<file path="src/rtl/text_entry_ctrl.sv">
// Keyboard text-entry controller: edge-detected keycodes are written into an external text RAM
// with backspace editing; ENTER hands off to the game. Optional macro TEXT_ENTRY_CLEAR_EN adds a RAM-clear pass.
module text_entry_ctrl #(
  parameter int MAX_LEN    = 8,
  parameter int KEY_W      = 8,
  parameter int ENTER_CODE = 40,
  parameter int BKSP_CODE  = 42,
  parameter int ADDR_W     = $clog2(MAX_LEN)
) (
  input  logic              Clk,
  input  logic              Reset,
  input  logic [KEY_W-1:0]  keycode,
  input  logic              game_end,
  output logic              we,
  output logic [ADDR_W-1:0] waddr,
  output logic [KEY_W-1:0]  wdata,
  output logic [ADDR_W:0]   len,
  output logic              buf_full,
  output logic              game_enable,
  output logic [1:0]        state
);

  typedef enum logic [1:0] {
    ENTRY = 2'd0,
    GAME  = 2'd1,
    FIN   = 2'd2,
    CLEAR = 2'd3
  } state_t;

`ifdef TEXT_ENTRY_CLEAR_EN
  localparam state_t RESET_STATE = CLEAR;
`else
  localparam state_t RESET_STATE = ENTRY;
`endif

  localparam logic [KEY_W-1:0] ENTER_KEY = KEY_W'(ENTER_CODE);
  localparam logic [KEY_W-1:0] BKSP_KEY  = KEY_W'(BKSP_CODE);
  localparam logic [ADDR_W:0]  FULL_LEN  = (ADDR_W+1)'(MAX_LEN);

  state_t              cur, nxt;
  logic [KEY_W-1:0]    key_prev;
  logic                new_press;
  logic                we_n;
  logic [ADDR_W-1:0]   waddr_n;
  logic [KEY_W-1:0]    wdata_n;
  logic [ADDR_W:0]     len_n;
  logic [ADDR_W:0]     len_dec;
`ifdef TEXT_ENTRY_CLEAR_EN
  logic [ADDR_W-1:0]   clr_cnt, clr_cnt_n;
`endif

  // A held key or a direct switch between two nonzero codes is not a press
  assign new_press = (keycode != '0) && (key_prev == '0);
  assign len_dec   = len - 1'b1;
  assign buf_full  = (len == FULL_LEN);
  assign state     = cur;

  always_ff @(posedge Clk) begin
    if (Reset) begin
      cur         <= RESET_STATE;
      key_prev    <= '0;
      we          <= 1'b0;
      waddr       <= '0;
      wdata       <= '0;
      len         <= '0;
      game_enable <= 1'b0;
`ifdef TEXT_ENTRY_CLEAR_EN
      clr_cnt     <= '0;
`endif
    end else begin
      cur         <= nxt;
      key_prev    <= keycode;
      we          <= we_n;
      waddr       <= waddr_n;
      wdata       <= wdata_n;
      len         <= len_n;
      game_enable <= (nxt == GAME);
`ifdef TEXT_ENTRY_CLEAR_EN
      clr_cnt     <= clr_cnt_n;
`endif
    end
  end

  always_comb begin
    nxt     = cur;
    we_n    = 1'b0;
    waddr_n = waddr;
    wdata_n = wdata;
    len_n   = len;
`ifdef TEXT_ENTRY_CLEAR_EN
    clr_cnt_n = clr_cnt;
`endif
    case (cur)
      ENTRY: begin
        if (new_press) begin
          if (keycode == ENTER_KEY) begin
            nxt = GAME;
          end else if (keycode == BKSP_KEY) begin
            if (len != '0) begin
              we_n    = 1'b1;
              waddr_n = len_dec[ADDR_W-1:0];
              wdata_n = '0;
              len_n   = len_dec;
            end
          end else if (len < FULL_LEN) begin
            we_n    = 1'b1;
            waddr_n = len[ADDR_W-1:0];
            wdata_n = keycode;
            len_n   = len + 1'b1;
          end
        end
      end
      GAME: begin
        if (game_end) nxt = FIN;
      end
      FIN: begin
        // Only a fresh ENTER restarts, so the key that committed entry cannot retrigger
        if (new_press && (keycode == ENTER_KEY)) begin
          len_n = '0;
`ifdef TEXT_ENTRY_CLEAR_EN
          nxt       = CLEAR;
          clr_cnt_n = '0;
`else
          nxt       = ENTRY;
`endif
        end
      end
`ifdef TEXT_ENTRY_CLEAR_EN
      CLEAR: begin
        we_n    = 1'b1;
        waddr_n = clr_cnt;
        wdata_n = '0;
        len_n   = '0;
        if (clr_cnt == ADDR_W'(MAX_LEN - 1)) begin
          clr_cnt_n = '0;
          nxt       = ENTRY;
        end else begin
          clr_cnt_n = clr_cnt + 1'b1;
        end
      end
`endif
      default: nxt = ENTRY;
    endcase
  end

endmodule

</file>
<file path="config.mk">
export PLATFORM = sky130hd
export DESIGN_NAME = text_entry_ctrl
export DESIGN_NICKNAME = d
export VERILOG_FILES = /design/src/rtl/text_entry_ctrl.sv
export SDC_FILE = /design/constraint.sdc
export NUM_CORES = 1
export LEC_CHECK = 0
export BUFFER_PORTS_ARGS = -buffer_cell sky130_fd_sc_hd__buf_2
export CORE_ASPECT_RATIO = 1.4
export CORE_MARGIN = 5
export CORE_UTILIZATION = 47
export CTS_CLUSTER_DIAMETER = 40
export DETAILED_ROUTE_END_ITERATION = 8
export PLACE_DENSITY = 0.81
export SLEW_MARGIN = 20
export SYNTH_ARGS = -nofsm -noshare
export SYNTH_HDL_FRONTEND = slang
export SYNTH_SLANG_ARGS = --single-unit
</file>
<file path="constraint.sdc">
create_clock -name Clk -period 1.9 [get_ports Clk]
set_input_delay 0.38 -clock Clk [delete_from_list [all_inputs] [get_ports Clk]]
set_output_delay 0.38 -clock Clk [all_outputs]
set_load 0.01 [all_outputs]
</file>
### After elaboration in Yosys (flattened, before gate mapping)

Index checks and enable logic that the tools add are counted.
Widths: inputs -> output; s select.

| cells by class | value |
|---|---|
| add/subtract/negate cells | 2 |
| $lt $le $gt $ge | 1 |
| equal/unequal tests | 12 |
| multiplexer cells | 21 |
| bitwise operators | 3 |
| reductions and logical operators | 11 |

Operators by type and width:

| cell | number |
|---|---|
| $mux 4 | 6 |
| $mux 8 | 3 |
| $eq 8x6->1 const B | 2 |
| $mux 3 | 3 |
| $logic_not 8->1 | 1 |
| $mux 2 | 4 |
| $pmux 4 s2 | 1 |
| $reduce_bool 8->1 | 1 |
| $ne 2x2->1 const B | 3 |
| $ne 3x3->1 const B | 2 |
| $pmux 2 s3 | 1 |
| $reduce_and 6->1 | 1 |
| $reduce_and 5->1 | 1 |
| $add 4x1->4 const B | 1 |
| $eq 2x1->1 const B | 2 |
| $eq 4x4->1 const B | 1 |
| $lt 4x4->1 const B | 1 |
| $reduce_bool 2->1 | 2 |
| $reduce_bool 4->1 | 1 |
| $reduce_or 4->1 | 1 |
| $sub 4x1->4 const B | 1 |
| $mux 1 | 3 |
| $not 1->1 | 3 |
| $eq 2x2->1 const B | 1 |
| other kinds (3) | 4 |

| storage, ports and cells | value |
|---|---|
| register bits | 27 |

### Depth between registers and ports, before layout

| depth | value |
|---|---|
| depth in word-level cells | 6 |
| gate-level depth with buffers | 8 |
| gate-level depth less buffers | 7 |

### Worst setup path before layout

Ideal clock, no wire load.

| path | value |
|---|---|
| path type | register -> register |
| from | register key_prev[5] |
| to | register len[2] |
| data arrival time | 1.858 ns |
| required time | 1.826 ns |
| setup slack | -0.032 ns |
| cell stages (with the launch flop) | 6 |
| path buffers | 0 |
| cells stage by stage | dfxtp_1 or4_4 nor4_2 nor4b_4 or3b_1 a31oi_1 |

| on the way | value |
|---|---|
| word-level cells in the longest chain between the ends | 5 |

Ends and longest elaborated chain:

| what | line | source |
|---|---|---|
| start: declaration | 41 | `logic [KEY_W-1:0] key_prev;` |
| start signal: assignment | 72 | `key_prev <= keycode;` |
| $logic_not 8->1 (*) | 53 | `assign new_press = (keycode != '0) && (key_prev == '0);` |
| $logic_and 1x1->1 (*) | 53 |  |
| $logic_and 1x1->1 | 118 | `if (new_press && (keycode == ENTER_KEY)) begin` |
| $ne 2x2->1 (no line) | n/a |  |
| $reduce_and 6->1 (no line) (*) | n/a |  |
| end signal: assignment | 76 | `len <= len_n;` |
| end: declaration | 17 | `output logic [ADDR_W:0] len,` |

Mark *: on every way between the ends. The rest lies on a longest branch, timed or not.
A chain may end at the register's enable or synchronous reset.

### Worst setup path in the final report

| path | value |
|---|---|
| from | register key_prev[1] |
| to | register len[2] |

Same word-level chain as after synthesis.

==> summary.md <==
| Metric | Value |
|---|---|
| Outcome | complete, but fails checks |
| Failing checks | negative setup slack |
| Setup crit end kind | flop |
| Layout cells sized above 1 | 42.35% |
| Required @ worst endpoint | 2170 ps |
| Vias per cell | 5.282 |
| Slew @ Worst Pin | 500.7 ps |
| Mux cell area share after synthesis | 7.178% |
| Clk_skew | 1.567 ps |
| Period utilization | 109.7% |
| Sequential share of the synthesized area | 42.48% |
| Number of flops mapped to enable cells by yosys | 0 |
| Die H | 71.57 um |
| Final number of setup-violating endpoints | 15 |
| Yosys warning total | 0 |
| WL final | 2872 um |
| Via count | 1088 |
| Initial Util | 48.66% |
| Share of synthesized cell area in and, or, nand and nor gates | 30.88% |
| R2R depth | 6 |
| Post-Layout Cell Count | 206 |
| Final Slew Violations | 0 |
| Synth Area in Adders | 4.916% |
| Post-synthesis compound-gate area fraction | 7.080% |
| Number of I/O pins | 31 |
| RSZ-0062 raised after global routing | true |
| IO Port Bufs | 30 |
| Pre-Repair DR Iteration Count | 4 |
| Antenna Nets Post-Route | 0 |
| Synth Net Count | 142 |
| Synthesized instance count | 126 |
| Final #Nets | 187 |
| DRC violations left | 0 |
| Leak Pwr | 0.0006803 uW |
| Clk buf depth | 2 |
| Dpl hpwl | 2102 um |
| Die span in x | 53.98 um |
| Worst hold path type | in2reg |
| Hold path cells | 2 |
| Ys async rst share | 0% |
| Endpoints failing hold | 0 |
| Crit Path Max Fanout | 4 |
| Core region area | 2615 um^2 |
| Critical path's largest stage delay | 540 ps |
| All-Layer GR Usage | 15.79% |
| Crit path buffers/inverters | 1 |
| Peak VDD IR | 0.0004077 V |
| Max Clk Rate | 479.8 MHz |
| Most used DFF post-synth | dfxtp_1 |
| Synth Area in XOR/XNOR | 1.377% |
| P per Cell Area | 633.3 nW/um^2 |
| ANT cells | 0 |
| Wire length per cell | 13.94 um |
| Final TNS setup | -1199 ps |
| Grt ovf | 0 |
| Min Tclk post-route | 2084 ps |
| CTS Sinks | 27 |
| Critical-path cell list | or4_4 -> nor4_4 -> nor4b_4 -> buf_4 -> or3b_4 -> a31oi_4 |
| Iteration-0 DRC Markers | 12 |
| Fillers | 223 |
| Pre-CTS worst setup slack | -143.1 ps |
| Clock latency on the worst-skew pair | 330 ps |
| Largest family of logic cells by synthesized area | simple AND/OR/NAND/NOR gates |
| Top delay family on crit path | simple AND/OR/NAND/NOR gates |
| WHS | 292.7 ps |
| Cell row count | 22 |
| Clock root cell | clkbuf_4 |
| Flops & latches, synth | 27 |
| Max_slew headroom | 66.62% |
| Initial antenna violation count | 0 |
| Mapped Avg Cell Area | 10.10 um^2 |
| Final GP Congestion | 0.7561 |
| CP startpoint kind | flop |
| Clk slew on worst S/H paths | 150 ps |
| First-pass GRT wire length | 4574 um |
| CTS tree | yes |
| CP max stage cell | or4_4 |
| WP depth | 6 |
| Die area | 3863 um^2 |
| Htree depth | 1 |
| # hold bufs at CTS | 0 |
| Critical path arrival | 2360 ps |
| Cts bufs inserted | 3 |
| Largest net degree at the start of global routing | 28 |
| Final WS setup | -184.3 ps |
| WS Path Type | reg2reg |
| Power Total | 1032 uW |
| Vias in the first global route | 1119 |
| Area grow syn2layout | 28.02% |
| Max_cap viols | 0 |
| FF-to-FF setup slack | -180 ps |
| DP Cell Count | 198 |
| Post-synthesis cell area | 1272 um^2 |
| Synth cell types | 37 |
[synthesized netlist by cell type (2+ instances only)]
cell type	count	share of area, %
nand3b_1	4	2.4
nor3_1	3	1.2
nor2b_1	11	5.4
or4_1	3	1.8
dfxtp_1	27	42
nand3_1	4	1.6
a31oi_1	2	0.98
ha_1	5	4.9
nor2_1	14	4.1
nand2b_2	3	2.1
nand2_1	2	0.59
buf_6	4	3.5
or3b_1	2	1.4
a21oi_1	7	2.8
inv_1	4	1.2
a211oi_1	2	1.2
mux2i_1	8	6.3
nand4_1	2	0.98
[final timing paths]
kind                                     to   startpoint
worst max-delay path                 len[2]  key_prev[1]
worst min-delay path            key_prev[6]   keycode[6]
worst max register to register       len[2]  key_prev[1]
worst min register to register     wdata[1]     wdata[1]
[report_power, final]
group	total (uW)	leakage (uW)	internal, uW	switching, uW
logic	175	0.000445	87.8	87.1
registers	599	0.000221	589	10.7
clock network	257	0.0000139	80.8	177
[routing by layer]
layer | track usage [%] | wire [um] | up-vias
met2 | 27.49 | 1618 | 18
met5 | 0 | 0 | -
met1 | 16.36 | 1092 | 529
met4 | 11.36 | 81 | 0
met3 | 2.287 | 80 | 8
li1 | - | - | 533
[layout make-up]
class | count | area [um^2] | share of cell area [%]
repair buffers | 46 | 277.8 | 17.05
flip-flops and latches | 27 | 543.0 | 33.33
clock inverters | 1 | 7.507 | 0.4608
well taps | 36 | 45.04 | 2.765
inverters | 4 | 15.01 | 0.9217
multi-input cells | 89 | 718.2 | 44.09
clock buffers | 3 | 22.52 | 1.382
[repair_timing]
action                                  4_1_cts  5_1_grt
endpoints found under the setup margin       15       16
endpoints found under the hold margin         0        0
pin swaps                                     0        5
resized for setup                             1       17
cloned                                        0        1
buffers inserted                              0        4
[per-stage QoR]
stage	util (%)	instance area, um^2
final	62.30	1629
after global placement	57.32	1499
after floorplan	-	1276
after global routing	62.30	1629
after detailed placement	57.32	1499
after CTS	58.80	1538
[worst reg2reg max path: stages, from the launching register on]
cell	delay (ps)
dfxtp_1	330
or4_4	540
nor4_4	220
nor4b_4	220
buf_4	180
or3b_4	390
a31oi_4	140
[sequential cells by signal (all words and copies together) (netlist names)]
signal,flops
waddr,3
game_enable,1
len,4
we,1
wdata,8
key_prev,8
state,2
[kinds of logic (layout without fill, tap and decap cells)]
family / count (synthesis) / count (layout)
AOI/OAI and AO/OA: 14 / 14
xor gates and xnor gates: 2 / 2
adders and majority gates: 5 / 5
buffers and inverters: 10 / 54
muxes: 9 / 9
and+or+nand+nor: 59 / 59
DFF: 27 / 27
[placed cells by master (no fill, tap or decap), types with 2 or more instances in the layout]
cell	count
a211oi_1	2
a21oi_1	5
a21oi_2	2
buf_2	30
buf_4	14
buf_6	2
clkbuf_4	3
dfxtp_1	25
dfxtp_2	2
ha_1	4
inv_1	2
inv_2	2
mux2i_1	7
nand2_1	2
nand2b_2	3
nand3_1	4
nand3b_1	4
nand4_1	2
nor2_1	14
nor2b_1	11
nor3_1	3
or3b_4	2
or4_1	2
or4_4	2
Power figures use the tool's default switching activity.
